$ cat config.mk
export PLATFORM = sky130hd
export DESIGN_NAME = imm_seq_ctrl
export DESIGN_NICKNAME = d
export VERILOG_FILES = /design/src/rtl/imm_seq_ctrl_pkg.sv /design/src/rtl/imm_seq_ctrl_imm_ext.sv /design/src/rtl/imm_seq_ctrl.sv
export SDC_FILE = /design/constraint.sdc
export NUM_CORES = 1
export LEC_CHECK = 0
export ABC_AREA = 0
export BUFFER_PORTS_ARGS = -buffer_cell sky130_fd_sc_hd__buf_2
export CAP_MARGIN = 25
export CORE_MARGIN = 2
export CORE_UTILIZATION = 40
export DETAILED_ROUTE_END_ITERATION = 12
export REMOVE_ABC_BUFFERS = 1
export SYNTH_ARGS = -nofsm -noshare
export SYNTH_HDL_FRONTEND = slang
export SYNTH_SLANG_ARGS = --single-unit
export TNS_END_PERCENT = 5
$ cat constraint.sdc
create_clock -name clk -period 3.85 [get_ports clk]
set_input_delay 0.385 -clock clk [delete_from_list [all_inputs] [get_ports clk]]
set_output_delay 0.385 -clock clk [all_outputs]
set_load 0.03 [all_outputs]
$ cat src/rtl/imm_seq_ctrl_pkg.sv
// Shared types for the immediate-sequencing controller.
// Holds the immediate-format enum, RV32I major opcodes, buffer FSM states
// and the stored buffer entry layout.
package imm_seq_ctrl_pkg;

  // Immediate formats, 3-bit encoding visible on out_imm_type.
  typedef enum logic [2:0] {
    IMM_NONE = 3'd0,
    IMM_I    = 3'd1,
    IMM_S    = 3'd2,
    IMM_B    = 3'd3,
    IMM_U    = 3'd4,
    IMM_J    = 3'd5
  } imm_type_t;

  // RV32I major opcodes (instr[6:0]).
  localparam logic [6:0] OPC_OP_IMM = 7'b0010011;
  localparam logic [6:0] OPC_LOAD   = 7'b0000011;
  localparam logic [6:0] OPC_JALR   = 7'b1100111;
  localparam logic [6:0] OPC_STORE  = 7'b0100011;
  localparam logic [6:0] OPC_BRANCH = 7'b1100011;
  localparam logic [6:0] OPC_LUI    = 7'b0110111;
  localparam logic [6:0] OPC_AUIPC  = 7'b0010111;
  localparam logic [6:0] OPC_JAL    = 7'b1101111;
  localparam logic [6:0] OPC_OP     = 7'b0110011;

  // Skid-buffer occupancy.
  typedef enum logic [1:0] {
    ST_EMPTY = 2'd0,
    ST_ONE   = 2'd1,
    ST_TWO   = 2'd2
  } buf_state_t;

  // One buffered instruction, decoded at capture time.
  typedef struct packed {
    logic [31:0] instr;
    logic [31:0] pc;
    logic [31:0] imm;
    logic [2:0]  imm_type;
`ifdef IMM_ILLEGAL_EN
    logic        illegal;
`endif
  } entry_t;

endpackage

$ cat src/rtl/imm_seq_ctrl_imm_ext.sv
// imm_ext: combinational RV32I immediate extractor (opcode -> format -> imm).
// Latency: 0 cycles (pure combinational). Backpressure: none, no state.
// Ports: instr in; imm_type, imm out; illegal out only with IMM_ILLEGAL_EN.
module imm_ext
  import imm_seq_ctrl_pkg::*;
(
  input  logic [31:0] instr,
  output logic [2:0]  imm_type,
  output logic [31:0] imm
`ifdef IMM_ILLEGAL_EN
  ,
  output logic        illegal
`endif
);

  logic illegal_c;

  always_comb begin
    imm_type  = IMM_NONE;
    imm       = 32'd0;
    illegal_c = 1'b0;
    unique case (instr[6:0])
      OPC_OP_IMM, OPC_LOAD, OPC_JALR: begin
        imm_type = IMM_I;
        imm      = {{20{instr[31]}}, instr[31:20]};
      end
      OPC_STORE: begin
        imm_type = IMM_S;
        imm      = {{20{instr[31]}}, instr[31:25], instr[11:7]};
      end
      OPC_BRANCH: begin
        imm_type = IMM_B;
        imm      = {{19{instr[31]}}, instr[31], instr[7], instr[30:25],
                    instr[11:8], 1'b0};
      end
      OPC_LUI, OPC_AUIPC: begin
        imm_type = IMM_U;
        imm      = {instr[31:12], 12'd0};
      end
      OPC_JAL: begin
        imm_type = IMM_J;
        imm      = {{11{instr[31]}}, instr[31], instr[19:12], instr[20],
                    instr[30:21], 1'b0};
      end
      OPC_OP: begin
        imm_type = IMM_NONE;
      end
      default: begin
        // Unknown opcode: format NONE with zero immediate either way.
        illegal_c = 1'b1;
      end
    endcase
  end

`ifdef IMM_ILLEGAL_EN
  assign illegal = illegal_c;
`else
  logic unused_illegal;
  assign unused_illegal = illegal_c;
`endif

endmodule

$ cat src/rtl/imm_seq_ctrl.sv
// imm_seq_ctrl: 2-entry skid buffer between fetch and execute carrying
// pre-decoded RV32I immediates. Latency: 1 cycle from accept to out_* when
// empty or popping. Backpressure: in_ready drops only when both entries are
// full; it is a decode of the state register, never of out_ready.
// Ports: clk/rst (sync, active high); in_valid/in_ready/in_instr/in_pc;
// flush; out_valid/out_ready/out_instr/out_pc/out_imm/out_imm_type;
// out_illegal exists only when IMM_ILLEGAL_EN is defined.
module imm_seq_ctrl
  import imm_seq_ctrl_pkg::*;
(
  input  logic        clk,
  input  logic        rst,
  input  logic        in_valid,
  output logic        in_ready,
  input  logic [31:0] in_instr,
  input  logic [31:0] in_pc,
  input  logic        flush,
  output logic        out_valid,
  input  logic        out_ready,
  output logic [31:0] out_instr,
  output logic [31:0] out_pc,
  output logic [31:0] out_imm,
  output logic [2:0]  out_imm_type
`ifdef IMM_ILLEGAL_EN
  ,
  output logic        out_illegal
`endif
);

  buf_state_t state, state_nxt;
  entry_t     head, tail, new_ent;
  logic       accept, pop;

  // Decode once at capture so the outputs come straight from storage.
  imm_ext u_imm_ext (
    .instr    (in_instr),
    .imm_type (new_ent.imm_type),
    .imm      (new_ent.imm)
`ifdef IMM_ILLEGAL_EN
    ,
    .illegal  (new_ent.illegal)
`endif
  );
  assign new_ent.instr = in_instr;
  assign new_ent.pc    = in_pc;

  assign accept = in_valid & in_ready;
  assign pop    = out_valid & out_ready;

  // State register.
  always_ff @(posedge clk) begin
    if (rst) begin
      state <= ST_EMPTY;
    end else begin
      state <= state_nxt;
    end
  end

  // Next-state logic; flush wins over any accept/pop this cycle.
  always_comb begin
    state_nxt = state;
    if (flush) begin
      state_nxt = ST_EMPTY;
    end else begin
      unique case (state)
        ST_EMPTY: if (accept) state_nxt = ST_ONE;
        ST_ONE: begin
          if (accept && !pop)      state_nxt = ST_TWO;
          else if (!accept && pop) state_nxt = ST_EMPTY;
        end
        ST_TWO: if (pop) state_nxt = ST_ONE;
        default: state_nxt = ST_EMPTY;
      endcase
    end
  end

  // Outputs are functions of the state register only.
  always_comb begin
    out_valid = (state != ST_EMPTY);
    in_ready  = (state != ST_TWO);
  end

  // Entry storage. Vacated slots are zeroed so an empty buffer presents
  // all-zero data without any output gating.
  always_ff @(posedge clk) begin
    if (rst || flush) begin
      head <= '0;
      tail <= '0;
    end else begin
      unique case (state)
        ST_EMPTY: begin
          if (accept) head <= new_ent;
        end
        ST_ONE: begin
          if (accept && pop)  head <= new_ent;
          else if (accept)    tail <= new_ent;
          else if (pop)       head <= '0;
        end
        ST_TWO: begin
          if (pop) begin
            head <= tail;
            tail <= '0;
          end
        end
        default: begin
          head <= '0;
          tail <= '0;
        end
      endcase
    end
  end

  assign out_instr    = head.instr;
  assign out_pc       = head.pc;
  assign out_imm      = head.imm;
  assign out_imm_type = head.imm_type;
`ifdef IMM_ILLEGAL_EN
  assign out_illegal  = head.illegal;
`endif

endmodule
=== After elaboration in Yosys (flattened, before gate mapping) ===
Index checks and enable logic that the tools add are counted.

* Equal/unequal tests: 18
* Muxes and demuxes: 15
* Bitwise gates (word level): 3
* Reduce and logical (&&, ||, !) cells: 14

{| class="wikitable"
|+ Operators with widths
! kind !! count
|-
| 99-bit two-way mux || 6
|-
| 99-bit one-hot mux with 3 select lines || 2
|-
| 32-bit one-hot mux with 5 select lines || 1
|-
| 7-bit == test, second input constant || 3
|-
| 3-bit one-hot mux with 5 select lines || 1
|-
| 7-bit by 5-bit == test with 1-bit output, second input constant || 2
|-
| 7-bit by 6-bit == test with 1-bit output, second input constant || 2
|-
| 2-bit != test, second input constant || 5
|-
| 3-bit != test, second input constant || 3
|-
| 2-bit two-way mux || 4
|-
| 4-bit AND reduction || 2
|-
| 7-bit by 2-bit == test with 1-bit output, second input constant || 1
|-
| 2-bit one-hot mux with 3 select lines || 1
|-
| 2-bit OR reduction || 2
|-
| 1-bit logical AND || 3
|-
| 3-bit AND reduction || 1
|-
| 3-bit OR reduction || 1
|-
| 1-bit AND || 2
|-
| 2-bit by 1-bit == test with 1-bit output, second input constant || 1
|-
| 2-bit == test, second input constant || 1
|-
| 1-bit logical NOT || 2
|-
| 2-bit logical NOT || 1
|-
| 2-bit nonzero test || 1
|-
| 1-bit logical OR || 1
|-
| 1-bit inverter || 1
|}

* Register bits: 200
* Input port bits: 69

=== Logic depth before layout (Yosys ltp) ===
* Word-level depth: 7
* Mapped depth: 12

=== Cells and area by module ===
A second synthesis with hierarchy kept.

* Cells, all modules: 1,091
* Area total of the unflattened synthesis: 9,115.0 µm²

{| class="wikitable"
|+ By module, submodules not included
! module !! times used !! cells each !! area each (µm²) !! sequential area each (µm²)
|-
| imm_seq_ctrl || 1 || 1,021 || 8,570.7 || 4,003.8
|-
| imm_ext || 1 || 70 || 544.3 || 0.0
|}

=== Worst setup path before layout ===
OpenSTA, ideal clock, no wires.

* Kind: register to register
* Start: register state[0]
* End: register head (netlist bit out_imm[12])
* Arrival: 2.296 ns
* Path slack: 1.432 ns
* Stages on the path, launching flop included: 12
* Buffers on the path: 2
* Clock period less this slack: 2.418 ns
* Path through: dfxtp_1 buf_4 or2_2 nand2_1 inv_1 ha_1 o21ba_1 a21o_1 a21o_1 and2_1 buf_6 a221o_1

* Cells in the longest elaborated chain, start to end: 5
* Elaborated cells between the ends (all ways): 15
* Those cells by class: eq/ne: 7; mux: 2; bitwise: 2; reduce/logical: 4

{| class="wikitable"
|+ RTL lines
! item !! line !! source
|-
| from (decl) || imm_seq_ctrl.sv:30 || <nowiki>buf_state_t state, state_nxt;</nowiki>
|-
| from (signal assigned) || imm_seq_ctrl.sv:55 || <nowiki>state <= state_nxt;</nowiki>
|-
| 2-bit nonzero test * || imm_seq_ctrl.sv:79 || <nowiki>out_valid = (state != ST_EMPTY);</nowiki>
|-
| net out_valid || imm_seq_ctrl.sv:18 || <nowiki>output logic out_valid,</nowiki>
|-
| 1-bit AND * || imm_seq_ctrl.sv:48 || <nowiki>assign pop = out_valid & out_ready;</nowiki>
|-
| 1-bit logical AND || imm_seq_ctrl.sv:95 || <nowiki>if (accept && pop) head <= new_ent;</nowiki>
|-
| 3-bit != test (no source line) / 99-bit two-way mux (equally long branches) || -- ||
|-
| 4-bit AND reduction (no source line) / 99-bit one-hot mux with 3 select lines (equally long branches) || -- ||
|-
| to (signal assigned) || imm_seq_ctrl.sv:92 || <nowiki>if (accept) head <= new_ent;</nowiki>
|-
| to (signal assigned) || imm_seq_ctrl.sv:95 ||
|-
| to (signal assigned) || imm_seq_ctrl.sv:101 || <nowiki>head <= tail;</nowiki>
|-
| to (decl) || imm_seq_ctrl.sv:31 || <nowiki>entry_t head, tail, new_ent;</nowiki>
|}

Mark *: on every way through the listed nets, which the timed path passes. The rest lies on a longest branch.
A chain may end at the register's enable or synchronous reset.

=== Worst setup path after layout ===
* Start: register state[1]
* End: register head (netlist bit out_imm[25])

* Cells in the longest elaborated chain, start to end: 5
* Elaborated cells between the ends (all ways): 15
* Those cells by class: eq/ne: 7; mux: 2; bitwise: 2; reduce/logical: 4

{| class="wikitable"
|+ RTL lines
! item !! line
|-
| 2-bit != test / 2-bit nonzero test (equally long branches) || imm_seq_ctrl.sv:80, imm_seq_ctrl.sv:79
|-
| 1-bit AND, on equally long branches || imm_seq_ctrl.sv:47, imm_seq_ctrl.sv:48
|-
| 1-bit logical AND || imm_seq_ctrl.sv:95
|-
| 3-bit != test (no source line) / 99-bit two-way mux (equally long branches) || --
|-
| 4-bit AND reduction (no source line) / 99-bit one-hot mux with 3 select lines (equally long branches) || --
|}

Parallel ways exist; a longest one is shown, timed or not.

==> results_tabular.tex <==
\begin{tabular}{lr}
\hline
Metric & Value \\
\hline
\multicolumn{2}{l}{\textbf{Global routing}} \\
Overflow left after global routing & 0 \\
Via count of the first global-routing pass & 6797 \\
Global-route wire length before repair & $\sim$38000 um \\
Overall routing resource usage & 21.3\% \\
Pin count of the biggest net entering global routing & between 80 and 90 \\
Initial antenna violation count & 0 \\
\multicolumn{2}{l}{\textbf{Min path}} \\
Cell depth of the worst hold path & 3 \\
Hold Crit Class & input port to register \\
\multicolumn{2}{l}{\textbf{Yosys}} \\
Leading cell types by total area after synthesis & sky130\_fd\_sc\_hd\_\_dfxtp\_1, sky130\_fd\_sc\_hd\_\_a22oi\_1, sky130\_fd\_sc\_hd\_\_a22o\_1 \\
Cell type with the largest total area after synthesis & sky130\_fd\_sc\_hd\_\_dfxtp\_1 \\
Top cell type's share of synthesized area & a little under half \\
Most used flip-flop cell after synthesis & sky130\_fd\_sc\_hd\_\_dfxtp\_1 \\
Fraction of the yosys area taken by sequential cells & a little under half \\
Total standard cell area after synthesis & about 0.0084 mm2 \\
Register bit count reported by yosys & 200 \\
Yosys cell types & 59 \\
Mean instance size in the synthesized netlist & $\sim$9 um2 \\
FFs w/ async S/R, synth & 0\% \\
Mapped Cells & 934 \\
Ys Warns & 0 \\
Count of flip-flops with a built-in enable after synthesis & 0 \\
\multicolumn{2}{l}{\textbf{STA}} \\
Number of max-slew violations in the final report & 0 \\
Time the final worst path needs with I/O delays and setup & about 3.2 ns \\
Slew at the pin closest to its max-slew limit & $\sim$0.95 ns \\
Setup-violating endpoint count in the final report & 0 \\
Period utilisation layout & a little over four fifths \\
Max Fclk & approximately 310 MHz \\
Slew Limit Headroom & 36.8\% \\
Unrepaired setup endpoints after global routing & false \\
Setup skew after layout & 0.0122 ns \\
Hold Fails Final Rpt & 0 \\
Final TNS setup & 0 ns \\
\multicolumn{2}{l}{\textbf{Place}} \\
Number of placed cells counting well taps & around 1300 \\
Dpl hpwl & about 14000 um \\
RePlAce Congestion & $\sim$0.76 \\
I/O Buffers & 169 \\
\multicolumn{2}{l}{\textbf{Cells and area}} \\
Final net count & around 1100 \\
Commonest cells after routing, fill and taps aside & sky130\_fd\_sc\_hd\_\_dfxtp\_1, sky130\_fd\_sc\_hd\_\_buf\_2, sky130\_fd\_sc\_hd\_\_nor2\_1, sky130\_fd\_sc\_hd\_\_nand2\_1, sky130\_fd\_sc\_hd\_\_a22oi\_1 \\
Non-filler cells in the finished layout & between 1000 and 1500 \\
Most common cell after layout, fill and taps aside & sky130\_fd\_sc\_hd\_\_dfxtp\_1 \\
N\_diodes & 0 \\
Area growth syn-to-layout & 18.0\% \\
Fraction of final layout cells with drive strength greater than 1 & 22.7\% \\
Fillcell total & 1972 \\
\multicolumn{2}{l}{\textbf{Critical path}} \\
Master of the slowest instance on the critical path & sky130\_fd\_sc\_hd\_\_nor2\_1 \\
Worst reg2reg path startpoint & state[1] \\
Cell type group with the largest total delay on the critical path & simple AND/OR/NAND/NOR gates \\
Setup crit end & out\_imm[25] \\
Maximum net fanout on the critical path & 11 \\
Arrival time worst endpoint & between 3 and 4 ns \\
Type of the worst setup path & register to register \\
List of cells traversed by the critical path & nor2b\_4, inv\_1, and2\_1, ha\_1, o21ba\_1, a21o\_1, nand3\_1, nor2\_1, a211o\_1 \\
Crit. Startpoint & state[1] \\
Depth of the worst register-to-register path & 9 \\
Critical path buffers and inverters & 1 \\
Data required time at the worst endpoint & approximately 4.2 ns \\
Depth of the critical timing path with buffers and inverters included & 9 \\
End of the worst register-to-register path & out\_imm[25] \\
Flop-to-flop setup slack & approximately 0.65 ns \\
Critical Path Max Stage Delay & $\sim$0.82 ns \\
Endpoint kind of the worst setup timing path & register \\
Kind of start point of the critical path & register \\
\multicolumn{2}{l}{\textbf{Flow run}} \\
Number of violations of the max-capacitance limit & 0 \\
\multicolumn{2}{l}{\textbf{Status}} \\
Run status & completed \\
\multicolumn{2}{l}{\textbf{Power and ir drop}} \\
PwrDens & approximately 440 mW/mm2 \\
Static leakage & 0.00410 uW \\
Worst supply voltage drop on vdd & a little under 0.3 mV \\
\multicolumn{2}{l}{\textbf{Floorplan}} \\
Initial standard-cell utilization of the core & 41.0\% \\
Die boundary height & 149 um \\
\# rows & 52 \\
Overall die area & about 0.022 mm2 \\
I/O pin cnt & 170 \\
Floorplan core area & between 0.02 and 0.025 mm2 \\
Die extent in x & around 150 um \\
\multicolumn{2}{l}{\textbf{Drt}} \\
Vias after detailed routing & 7521 \\
Routed wirelength normalized by instance count & around 18 um \\
Count of unresolved DRC violations after routing & 0 \\
1st-pass router iterations & 8 \\
Ratio of routed vias to standard cells & $\sim$5.7 \\
Remaining antenna violation count & 0 \\
Aggregate routed wire length & 23900 um \\
1st-iter DRT viols & between 600 and 700 \\
\multicolumn{2}{l}{\textbf{Clock tree}} \\
Clk Latency, worst-skew pair & 0.43 ns \\
TritonCTS clock tree & yes \\
Hold buffer count at CTS & 0 \\
Clock-pin slew on the worst setup and hold paths & 0.07 ns \\
Root Buffer Master & sky130\_fd\_sc\_hd\_\_clkbuf\_16 \\
Maximum number of buffers from clock root to sink & 2 \\
\# clock sinks & 200 \\
Number of H-tree levels & 4 \\
CTS-repair resized insts & 0 \\
Post-CTS setup buffer count & 0 \\
Inserted Clock Buffers & 17 \\
\hline
\end{tabular}
==> cells by family after synthesis <==
family / count (synthesis) / share of synthesized area [%]
flip-flops: 200 / 47.9
AO/OA/AOI/OAI: 327 / 29.3
AND/OR/NAND/NOR: 307 / 17.1
adder cells (fa/ha/maj): 2 / 0.299
buffers and inverters: 98 / 5.42
==> area by class of cell <==
class	instances	area, um2	area share [%]
clock inverter	12	115	1.17
sequential	200	4000	40.6
tap	270	338	3.43
clock buffer	20	457	4.63
timing repair buffer	182	993	10.1
multi-input combinational	636	3930	39.9
inverter	6	22.5	0.228
==> where the power goes <==
group,internal [uW],leakage [uW],switching [uW]
combinational,145,0.00222,294
clock,936,0.000267,813
sequential,2090,0.00162,16.3
==> worst register-to-register path: stages (launching register included) <==
cell and delay (ns):
sky130_fd_sc_hd__dfxtp_1 0.58, sky130_fd_sc_hd__nor2b_4 0.23, sky130_fd_sc_hd__inv_1 0.07, sky130_fd_sc_hd__and2_1 0.18
sky130_fd_sc_hd__ha_1 0.19, sky130_fd_sc_hd__o21ba_1 0.25, sky130_fd_sc_hd__a21o_1 0.16, sky130_fd_sc_hd__nand3_1 0.43
sky130_fd_sc_hd__nor2_1 0.82, sky130_fd_sc_hd__a211o_1 0.23
==> how the worst min path moves through the flow <==
stage	start	endpoint	slack, ns
3_5_place_dp	tail[90]	tail[90]	0.44
4_1_cts	in_pc[30]	tail[65]	0.20
2_1_floorplan	tail[35]	tail[35]	0.43
3_3_place_gp	out_imm[0]	out_imm[0]	0.44
5_1_grt	in_pc[4]	tail[39]	0.21
6_report	in_pc[10]	tail[45]	0.22
==> registers in the layout, summed over array words and instances, names as in the netlist <==
register and count:
out_instr 32, out_imm_type 3, tail 99, out_imm 32
state 2, out_pc 32
==> routing by layer <==
metal	track usage (%)	routed length, um	vias to the layer above
met5	0	0	-
met4	4.76	167	0
met3	3.62	1470	16
met2	34.1	11300	237
met1	30.3	10900	3635
li1	-	-	3633
==> synthesized netlist by cell type (2+ instances only) <==
| cell type | n |
|---|---|
| sky130_fd_sc_hd__a22o_1 | 74 |
| sky130_fd_sc_hd__buf_4 | 2 |
| sky130_fd_sc_hd__and3b_1 | 2 |
| sky130_fd_sc_hd__clkbuf_1 | 48 |
| sky130_fd_sc_hd__buf_6 | 5 |
| sky130_fd_sc_hd__ha_1 | 2 |
| sky130_fd_sc_hd__a21o_1 | 3 |
| sky130_fd_sc_hd__a222oi_1 | 4 |
| sky130_fd_sc_hd__nor2_1 | 115 |
| sky130_fd_sc_hd__a21oi_4 | 2 |
| sky130_fd_sc_hd__dfxtp_1 | 200 |
| sky130_fd_sc_hd__nor3_4 | 2 |
| sky130_fd_sc_hd__or2_2 | 3 |
| sky130_fd_sc_hd__and2_1 | 2 |
| sky130_fd_sc_hd__a31oi_1 | 9 |
| sky130_fd_sc_hd__buf_1 | 5 |
| sky130_fd_sc_hd__o21a_1 | 2 |
| sky130_fd_sc_hd__o22ai_1 | 6 |
| sky130_fd_sc_hd__nand2_1 | 95 |
| sky130_fd_sc_hd__a21oi_1 | 76 |
| sky130_fd_sc_hd__o21ai_0 | 12 |
| sky130_fd_sc_hd__nand3_1 | 55 |
| sky130_fd_sc_hd__a221o_1 | 25 |
| sky130_fd_sc_hd__nor2b_1 | 7 |
| sky130_fd_sc_hd__and3_1 | 8 |
| sky130_fd_sc_hd__buf_2 | 32 |
| sky130_fd_sc_hd__nor2_4 | 2 |
| sky130_fd_sc_hd__a22oi_1 | 89 |
| sky130_fd_sc_hd__inv_1 | 6 |
| sky130_fd_sc_hd__or2_1 | 2 |
| sky130_fd_sc_hd__a211o_1 | 11 |
==> per-stage QoR <==
step | hold WS [ns] | power, uW | utilization [%] | cell area (um2) | setup WS [ns]
floorplan | 0.432 | 2410 | - | 7930 | -1.39
global placement | 0.438 | 2600 | 45.6 | 9290 | 0.770
detailed placement | 0.443 | 2600 | 45.6 | 9290 | 0.749
CTS | 0.200 | 4350 | 48.4 | 9860 | 0.708
global route | 0.210 | 4450 | 48.4 | 9860 | 0.437
finish | 0.217 | 4300 | 48.4 | 9860 | 0.646
Power figures use the tool's default switching activity.
